<file path="config.mk">
export PLATFORM = sky130hd
export DESIGN_NAME = axis_packet_arbiter
export DESIGN_NICKNAME = d
export VERILOG_FILES = /design/src/rtl/axis_pkg.sv /design/src/rtl/axis_register.sv /design/src/rtl/axis_packet_arbiter.sv
export SDC_FILE = /design/constraint.sdc
export NUM_CORES = 1
export LEC_CHECK = 0
export CORE_AREA = 2 2 45 47
export DETAILED_ROUTE_END_ITERATION = 10
export DIE_AREA = 0 0 47 49
export PLACE_DENSITY_LB_ADDON = 0.3
export SLEW_MARGIN = 20
export SYNTH_ARGS = -nofsm -noshare
export SYNTH_HDL_FRONTEND = slang
export SYNTH_SLANG_ARGS = --single-unit
</file>
<file path="constraint.sdc">
create_clock -name clk -period 2.2 [get_ports clk]
set_input_delay 0.44 -clock clk [delete_from_list [all_inputs] [get_ports clk]]
set_output_delay 0.44 -clock clk [all_outputs]
set_load 0.02 [all_outputs]
</file>
<file path="src/rtl/axis_pkg.sv">
// Shared types and round-robin helpers for the AXI-Stream packet arbiter.
package axis_pkg;

   typedef enum logic {
      IDLE   = 1'b0,
      LOCKED = 1'b1
   } arb_state_t;

   // Index wrap for a scan offset that can exceed n-1 by at most n-1.
   function automatic int rr_wrap(input int idx, input int n);
      return (idx >= n) ? idx - n : idx;
   endfunction

   // Successor in round-robin order; explicit compare keeps non-power-of-2 n exact.
   function automatic int rr_next(input int idx, input int n);
      return (idx == n - 1) ? 0 : idx + 1;
   endfunction

endpackage

</file>
<file path="src/rtl/axis_register.sv">
// One-deep AXI-Stream register slice carrying tlast, tdata and a user sideband.
module axis_register #(
   parameter int DATA_W = 8,
   parameter int USER_W = 1
) (
   input  logic              clk,
   input  logic              sresetn,
   input  logic              i_s_tvalid,
   output logic              o_s_tready,
   input  logic              i_s_tlast,
   input  logic [DATA_W-1:0] i_s_tdata,
   input  logic [USER_W-1:0] i_s_tuser,
   output logic              o_m_tvalid,
   input  logic              i_m_tready,
   output logic              o_m_tlast,
   output logic [DATA_W-1:0] o_m_tdata,
   output logic [USER_W-1:0] o_m_tuser
);

   logic              r_valid;
   logic              r_last;
   logic [DATA_W-1:0] r_data;
   logic [USER_W-1:0] r_user;
   logic              w_load;

   // Accept whenever the slot is empty or is being drained this cycle.
   assign o_s_tready = !r_valid || i_m_tready;
   assign w_load     = i_s_tvalid && o_s_tready;

   always_ff @(posedge clk) begin
      if (!sresetn) begin
         r_valid <= 1'b0;
         r_last  <= 1'b0;
         r_data  <= '0;
         r_user  <= '0;
      end else if (w_load) begin
         r_valid <= 1'b1;
         r_last  <= i_s_tlast;
         r_data  <= i_s_tdata;
         r_user  <= i_s_tuser;
      end else if (i_m_tready) begin
         r_valid <= 1'b0;
      end
   end

   assign o_m_tvalid = r_valid;
   assign o_m_tlast  = r_last;
   assign o_m_tdata  = r_data;
   assign o_m_tuser  = r_user;

endmodule

</file>
<file path="src/rtl/axis_packet_arbiter.sv">
// Packet-atomic round-robin merge of several AXI-Stream inputs onto one registered
// output; axis_o_tsrc tags each beat with the input it came from.
module axis_packet_arbiter
   import axis_pkg::*;
#(
   parameter int AXIS_BYTES         = 1,
   parameter int NUM_MASTER_STREAMS = 2,
   localparam int SRC_BITS = (NUM_MASTER_STREAMS > 1) ? $clog2(NUM_MASTER_STREAMS) : 1,
   localparam int DATA_W   = AXIS_BYTES * 8
) (
   input  logic                                 clk,
   input  logic                                 sresetn,
   output logic [NUM_MASTER_STREAMS-1:0]        axis_i_tready,
   input  logic [NUM_MASTER_STREAMS-1:0]        axis_i_tvalid,
   input  logic [NUM_MASTER_STREAMS-1:0]        axis_i_tlast,
   input  logic [NUM_MASTER_STREAMS*DATA_W-1:0] axis_i_tdata,
   input  logic                                 axis_o_tready,
   output logic                                 axis_o_tvalid,
   output logic                                 axis_o_tlast,
   output logic [DATA_W-1:0]                    axis_o_tdata,
   output logic [SRC_BITS-1:0]                  axis_o_tsrc
);

   localparam int N = NUM_MASTER_STREAMS;

   arb_state_t          r_state;
   arb_state_t          w_state_next;
   logic [SRC_BITS-1:0] r_grant;
   logic [SRC_BITS-1:0] w_grant_next;
   logic [SRC_BITS-1:0] r_rr_ptr;
   logic [SRC_BITS-1:0] w_rr_ptr_next;

   logic [N-1:0]        w_rot_valid;
   logic                w_found;
   logic [SRC_BITS-1:0] w_pick;

   logic                w_gvalid;
   logic                w_glast;
   logic [DATA_W-1:0]   w_gdata;
   logic                w_accept;
   logic                w_handshake;
   logic                w_load_valid;

   // Rotate valids so position 0 is the round-robin pointer, then take the lowest set bit.
   always_comb begin
      w_rot_valid = '0;
      w_found     = 1'b0;
      w_pick      = '0;
      for (int k = 0; k < N; k++) begin
         for (int j = 0; j < N; j++) begin
            if (j == rr_wrap(int'(r_rr_ptr) + k, N)) begin
               w_rot_valid[k] = axis_i_tvalid[j];
            end
         end
      end
      for (int k = N - 1; k >= 0; k--) begin
         if (w_rot_valid[k]) begin
            w_found = 1'b1;
            w_pick  = SRC_BITS'(rr_wrap(int'(r_rr_ptr) + k, N));
         end
      end
   end

   always_comb begin
      w_gvalid = 1'b0;
      w_glast  = 1'b0;
      w_gdata  = '0;
      for (int i = 0; i < N; i++) begin
         if (SRC_BITS'(i) == r_grant) begin
            w_gvalid = axis_i_tvalid[i];
            w_glast  = axis_i_tlast[i];
            w_gdata  = axis_i_tdata[i*DATA_W +: DATA_W];
         end
      end
   end

   assign w_load_valid = (r_state == LOCKED) && w_gvalid;
   assign w_handshake  = w_load_valid && w_accept;

   generate
      for (genvar gi = 0; gi < N; gi++) begin : g_tready
         assign axis_i_tready[gi] = sresetn && (r_state == LOCKED) &&
                                    (r_grant == SRC_BITS'(gi)) && w_accept;
      end
   endgenerate

   always_comb begin
      w_state_next  = r_state;
      w_grant_next  = r_grant;
      w_rr_ptr_next = r_rr_ptr;
      case (r_state)
         IDLE: begin
            if (w_found) begin
               w_grant_next = w_pick;
               w_state_next = LOCKED;
            end
         end
         LOCKED: begin
            if (w_handshake && w_glast) begin
               w_state_next  = IDLE;
               w_rr_ptr_next = SRC_BITS'(rr_next(int'(r_grant), N));
            end
         end
         default: w_state_next = IDLE;
      endcase
   end

   always_ff @(posedge clk) begin
      if (!sresetn) begin
         r_state  <= IDLE;
         r_grant  <= '0;
         r_rr_ptr <= '0;
      end else begin
         r_state  <= w_state_next;
         r_grant  <= w_grant_next;
         r_rr_ptr <= w_rr_ptr_next;
      end
   end

   axis_register #(
      .DATA_W (DATA_W),
      .USER_W (SRC_BITS)
   ) u_out_reg (
      .clk        (clk),
      .sresetn    (sresetn),
      .i_s_tvalid (w_load_valid),
      .o_s_tready (w_accept),
      .i_s_tlast  (w_glast),
      .i_s_tdata  (w_gdata),
      .i_s_tuser  (r_grant),
      .o_m_tvalid (axis_o_tvalid),
      .i_m_tready (axis_o_tready),
      .o_m_tlast  (axis_o_tlast),
      .o_m_tdata  (axis_o_tdata),
      .o_m_tuser  (axis_o_tsrc)
   );

endmodule

</file>
After elaboration in Yosys (flattened, before gate mapping)
Index checks and enable logic that the tools add are counted.
{"block": "word_totals", "reg_bits": 14, "input_bits": 23, "out_inout_bits": 13, "elab_cells": 51}
{"block": "classes", "addsub": 4, "n_lt_le_gt_ge": 2, "n_eq_ne": 2, "muxes": 19, "n_bitwise": 2, "n_reduce_logical": 15}
{"operator": "== test 2 x 32 -> 1 bit, first input constant", "count": 2}
{"operator": "zero test 32 bit", "count": 2}
{"operator": "two-way mux 32 bit", "count": 2}
{"operator": "two-way mux 1 bit", "count": 15}
{"operator": "logical AND 1 bit", "count": 8}
{"operator": "two-way mux 8 bit", "count": 1}
{"operator": "AND reduction 2 bit", "count": 2}
{"operator": "subtractor 1 x 2 -> 3 bit, second input constant", "count": 1}
{"operator": "subtractor 2 x 2 -> 3 bit, second input constant", "count": 1}
{"operator": "adder 1 x 1 -> 2 bit, second input constant", "count": 1}
{"operator": ">= comparator 1 x 2 -> 1 bit, second input constant", "count": 1}
{"operator": ">= comparator 2 bit, second input constant", "count": 1}
{"operator": "NOT 1 bit", "count": 2}
{"operator": "one-hot mux 1 bit (2 select lines)", "count": 1}
{"operator": "nonzero test 2 bit", "count": 1}
{"operator": "adder 1 bit, second input constant", "count": 1}
{"operator": "zero test 1 bit", "count": 1}
{"operator": "logical OR 1 bit", "count": 1}

Logic depth before layout (Yosys ltp)
{"block": "logic_depth", "word_depth": 10, "mapped_depth": 4}

Modules after synthesis
A second synthesis with hierarchy kept.
{"block": "hier_totals", "hier_cells": 77, "area_unflattened_um2": 728.2}
{"mod": "axis_register", "n_inst": 1, "cells_per_inst": 48, "area_per_inst_um2": 449.2, "seq_area_each_um2": 220.2}
{"mod": "axis_packet_arbiter", "n_inst": 1, "cells_per_inst": 29, "area_per_inst_um2": 279.0, "seq_area_each_um2": 60.1}

Worst setup path before layout
Ideal clock, no wire load.
{"block": "synth_timing", "kind": "input-to-output", "start": "input port axis_o_tready", "end": "output port axis_i_tready[0]", "arrival_time_ns": 1.120, "slack_ns": 0.640, "stages": 4, "path_buffers": 1, "cell_sequence": "nand2b_1 buf_2 nand3_1 nor2_1"}
{"block": "synth_via", "elab_chain_len": 2}
{"item": "start: declaration", "line": "axis_packet_arbiter.sv:17", "source": "input logic axis_o_tready,"}
{"item": "logical OR 1 bit", "line": "axis_register.sv:27", "source": "assign o_s_tready = !r_valid || i_m_tready;"}
{"item": "logical AND 1 bit", "line": "axis_packet_arbiter.sv:83", "source": "(r_grant == SRC_BITS'(gi)) && w_accept;"}
{"item": "end: declaration", "line": "axis_packet_arbiter.sv:13", "source": "output logic [NUM_MASTER_STREAMS-1:0] axis_i_tready,"}
No other way between the ends.

Final worst setup path
Ends and elaborated chain as after synthesis.

==> results.py <==
metrics = {
    "status": {
        "status": "finished clean",
    },
    "clock_tree": {
        "root_buffer": "clkbuf_4",
        "clk_pin_slew_ns": 0.09,
        "cts-htree-levels": 1,
        "cts_setup_buffers": 0,
        "cts_tree": "yes",
        "cts_buffers": 3,
        "clk_latency_ns": 0.28,
        "cts_buffer_depth": 2,
        "cts_sinks": 14,
    },
    "synth": {
        "yosys.area.top_type": "dfxtp_1",
        "avgSynthCellArea_um2": 9.71,
        "synthArstFlopShare_pct": 0,
        "dominantRegCellSynth": "dfxtp_1",
        "yosys.area.top_type_share_pct": 40.1,
        "synth_edf_count": 0,
        "syn_area_um2": 699,
        "yosysSeqAreaShare_pct": 40.1,
        "syn_nets": 95,
        "ys_ff_latch": 14,
        "synth.distinct_cells": 26,
        "ys_top_cells_by_area": "dfxtp_1, mux2i_1, a211oi_1",
        "yosys_warnings": 0,
        "postSynthCellCount": 72,
        "yosysMostFrequentCell": "dfxtp_1",
        "yosys-top-cells-count": "dfxtp_1, a211oi_1, a31oi_1, mux2i_1, inv_1",
    },
    "global_routing": {
        "grt_use_total_pct": 17.3,
        "grt-ovfl-total": 0,
        "grt_pass1_vias": 672,
        "antenna_found_initial": 0,
        "grt_max_degree": 15,
        "grt_pass1_wl_um": 2880,
    },
    "placement": {
        "dpl_worst_slack_ns": -0.116,
        "post-place-cells": 134,
        "io_buffer_count": 35,
        "gp_congestion": 0.693,
        "dp.final_hpwl_um": 1310,
    },
    "worst_setup_path": {
        "critPathRequiredTime_ns": 1.76,
        "startpoint_type": "primary input",
        "endpoint_kind": "output port",
        "worstPathArrival_ns": 1.60,
        "critPathKind": "in2out",
        "path_max_fanout": 2,
        "slowest_delay_ns": 0.47,
        "worstPathCellList": "clkdlybuf4s50_1 > nand2b_1 > nand3_1 > nor2_1 > dlygate4sd2_1",
        "crit_slowest_cell": "clkdlybuf4s50_1",
    },
    "cells_and_area": {
        "drive_above_1_share_pct": 10.8,
        "layout.cells.non_filler": 138,
        "antenna_cells": 0,
        "post-route-util_pct": 61.0,
        "final_nets": 135,
        "area_growth_pct": 60.6,
    },
    "sta": {
        "holdWs_ns": 0.468,
        "tightest_slew_ns": 0.449,
        "max_freq_ghz": 0.490,
        "slew_viol_final": 0,
        "final-setup-viol-count": 0,
        "min_period_over_period_pct": 92.8,
        "fin_skew_ns": 0.00104,
        "worst_slack_ns": 0.159,
        "fin_crit_ns": 2.04,
        "rsz0062_at_grt": "no",
        "slew_headroom_pct": 70.0,
        "hold_viol": 0,
    },
    "route": {
        "final_antenna_net_count": 0,
        "vias": 738,
        "drt_wl_total_um": 1810,
        "avgViaCountPerCell": 5.35,
        "drtIter0Drc": 15,
        "drc_errors": 0,
        "route.detailed.wl_per_inst_um": 13.1,
        "firstDrtPassIters": 4,
    },
    "floorplan": {
        "coreArea_um2": 1840,
        "io_pins": 36,
        "die_area_um2": 2300,
        "die_h_um": 49,
        "initial_core_util_pct": 38.0,
        "die_x_um": 47,
        "rows": 16,
    },
    "power": {
        "ir_drop_v": 0.000311,
        "p_total_w": 0.000662,
        "cellPowerDensity_nw_per_um2": 590,
        "leakagePower_nw": 0.401,
    },
    "job": {
        "cap_violations": 0,
    },
    "worst_hold_path": {
        "hp-class": "reg2reg",
    },
}
==> worst paths after layout <==
kind / startpoint / slack, ns / to / cells after the start
setup / recovery: axis_o_tready / 0.16 / axis_i_tready[0] / 5
setup reg to reg: r_state / 0.81 / u_out_reg.o_m_tdata[1] / 4
hold / removal: r_rr_ptr / 0.47 / r_rr_ptr / 2
hold reg to reg: r_rr_ptr / 0.47 / r_rr_ptr / 2
==> layout by cell type, fill, tap and decap left out, drive strengths merged, types with 2 or more instances in the layout <==
| cell type | instances |
|---|---|
| clkdlybuf4s50 | 33 |
| dfxtp | 14 |
| mux2i | 10 |
| a31oi | 9 |
| a211oi | 9 |
| buf | 5 |
| inv | 4 |
| clkbuf | 4 |
| nor2 | 3 |
| a21oi | 3 |
| nor3 | 3 |
| dlygate4sd2 | 2 |
==> through the flow <==
stage               TNS (ns)  area [µm²]
floorplan                  0         699
global placement      -0.229        1090
detailed placement    -0.230        1090
CTS                        0        1120
global route               0        1120
finish                     0        1120
==> per-layer routing <==
metal	up-vias	wire [µm]	track usage, %
met4	0	23	9.72
met5	-	0	0
met2	39	894	25.3
met1	343	758	21.9
li1	352	-	-
met3	4	132	5.19
==> power by group <==
part           internal, W  leakage [nW]  switching [W]  total (W)
sequential        0.000273         0.115      0.0000109   0.000284
clock             0.000101        0.0210      0.0000872   0.000188
combinational     0.000102         0.265      0.0000886   0.000191
total             0.000476         0.401       0.000187   0.000662
==> cell families (layout without fill, tap and decap cells) <==
| family | count (synthesis) | in the layout | share of synthesized area, % |
|---|---|---|---|
| muxes | 11 | 11 | 18.2 |
| DFF | 14 | 14 | 40.1 |
| and+or+nand+nor | 13 | 13 | 11.1 |
| AOI/OAI and AO/OA | 25 | 25 | 24.0 |
| buffers and inverters | 9 | 48 | 6.62 |
==> flip-flops by register name, indices dropped and copies added (netlist names) <==
register / cells
u_out_reg.o_m_tlast: 1
u_out_reg.o_m_tdata: 8
r_grant: 1
u_out_reg.o_m_tvalid: 1
u_out_reg.o_m_tuser: 1
r_state: 1
r_rr_ptr: 1
==> timing repair <==
| action | 4_1_cts | 5_1_grt |
|---|---|---|
| gates resized for setup | 2 | 0 |
| endpoints found under the setup margin | 2 | 0 |
| hold buffers | 0 | 0 |
==> area by class of cell <==
| cell class | count | area [µm²] |
|---|---|---|
| repair buffers | 40 | 385 |
| multi-input cells | 49 | 373 |
| well taps | 27 | 33.8 |
| flip-flops and latches | 14 | 280 |
| fillers | 178 | 718 |
| inverters | 4 | 15.0 |
| clock buffers | 4 | 36.3 |
==> critical path: cells and delay by family <==
kind / cells / cell delay [ns]
simple gates: 3 / 0.35
buf+inv: 2 / 0.80
Note: power is estimated with default switching activity, not from simulation.
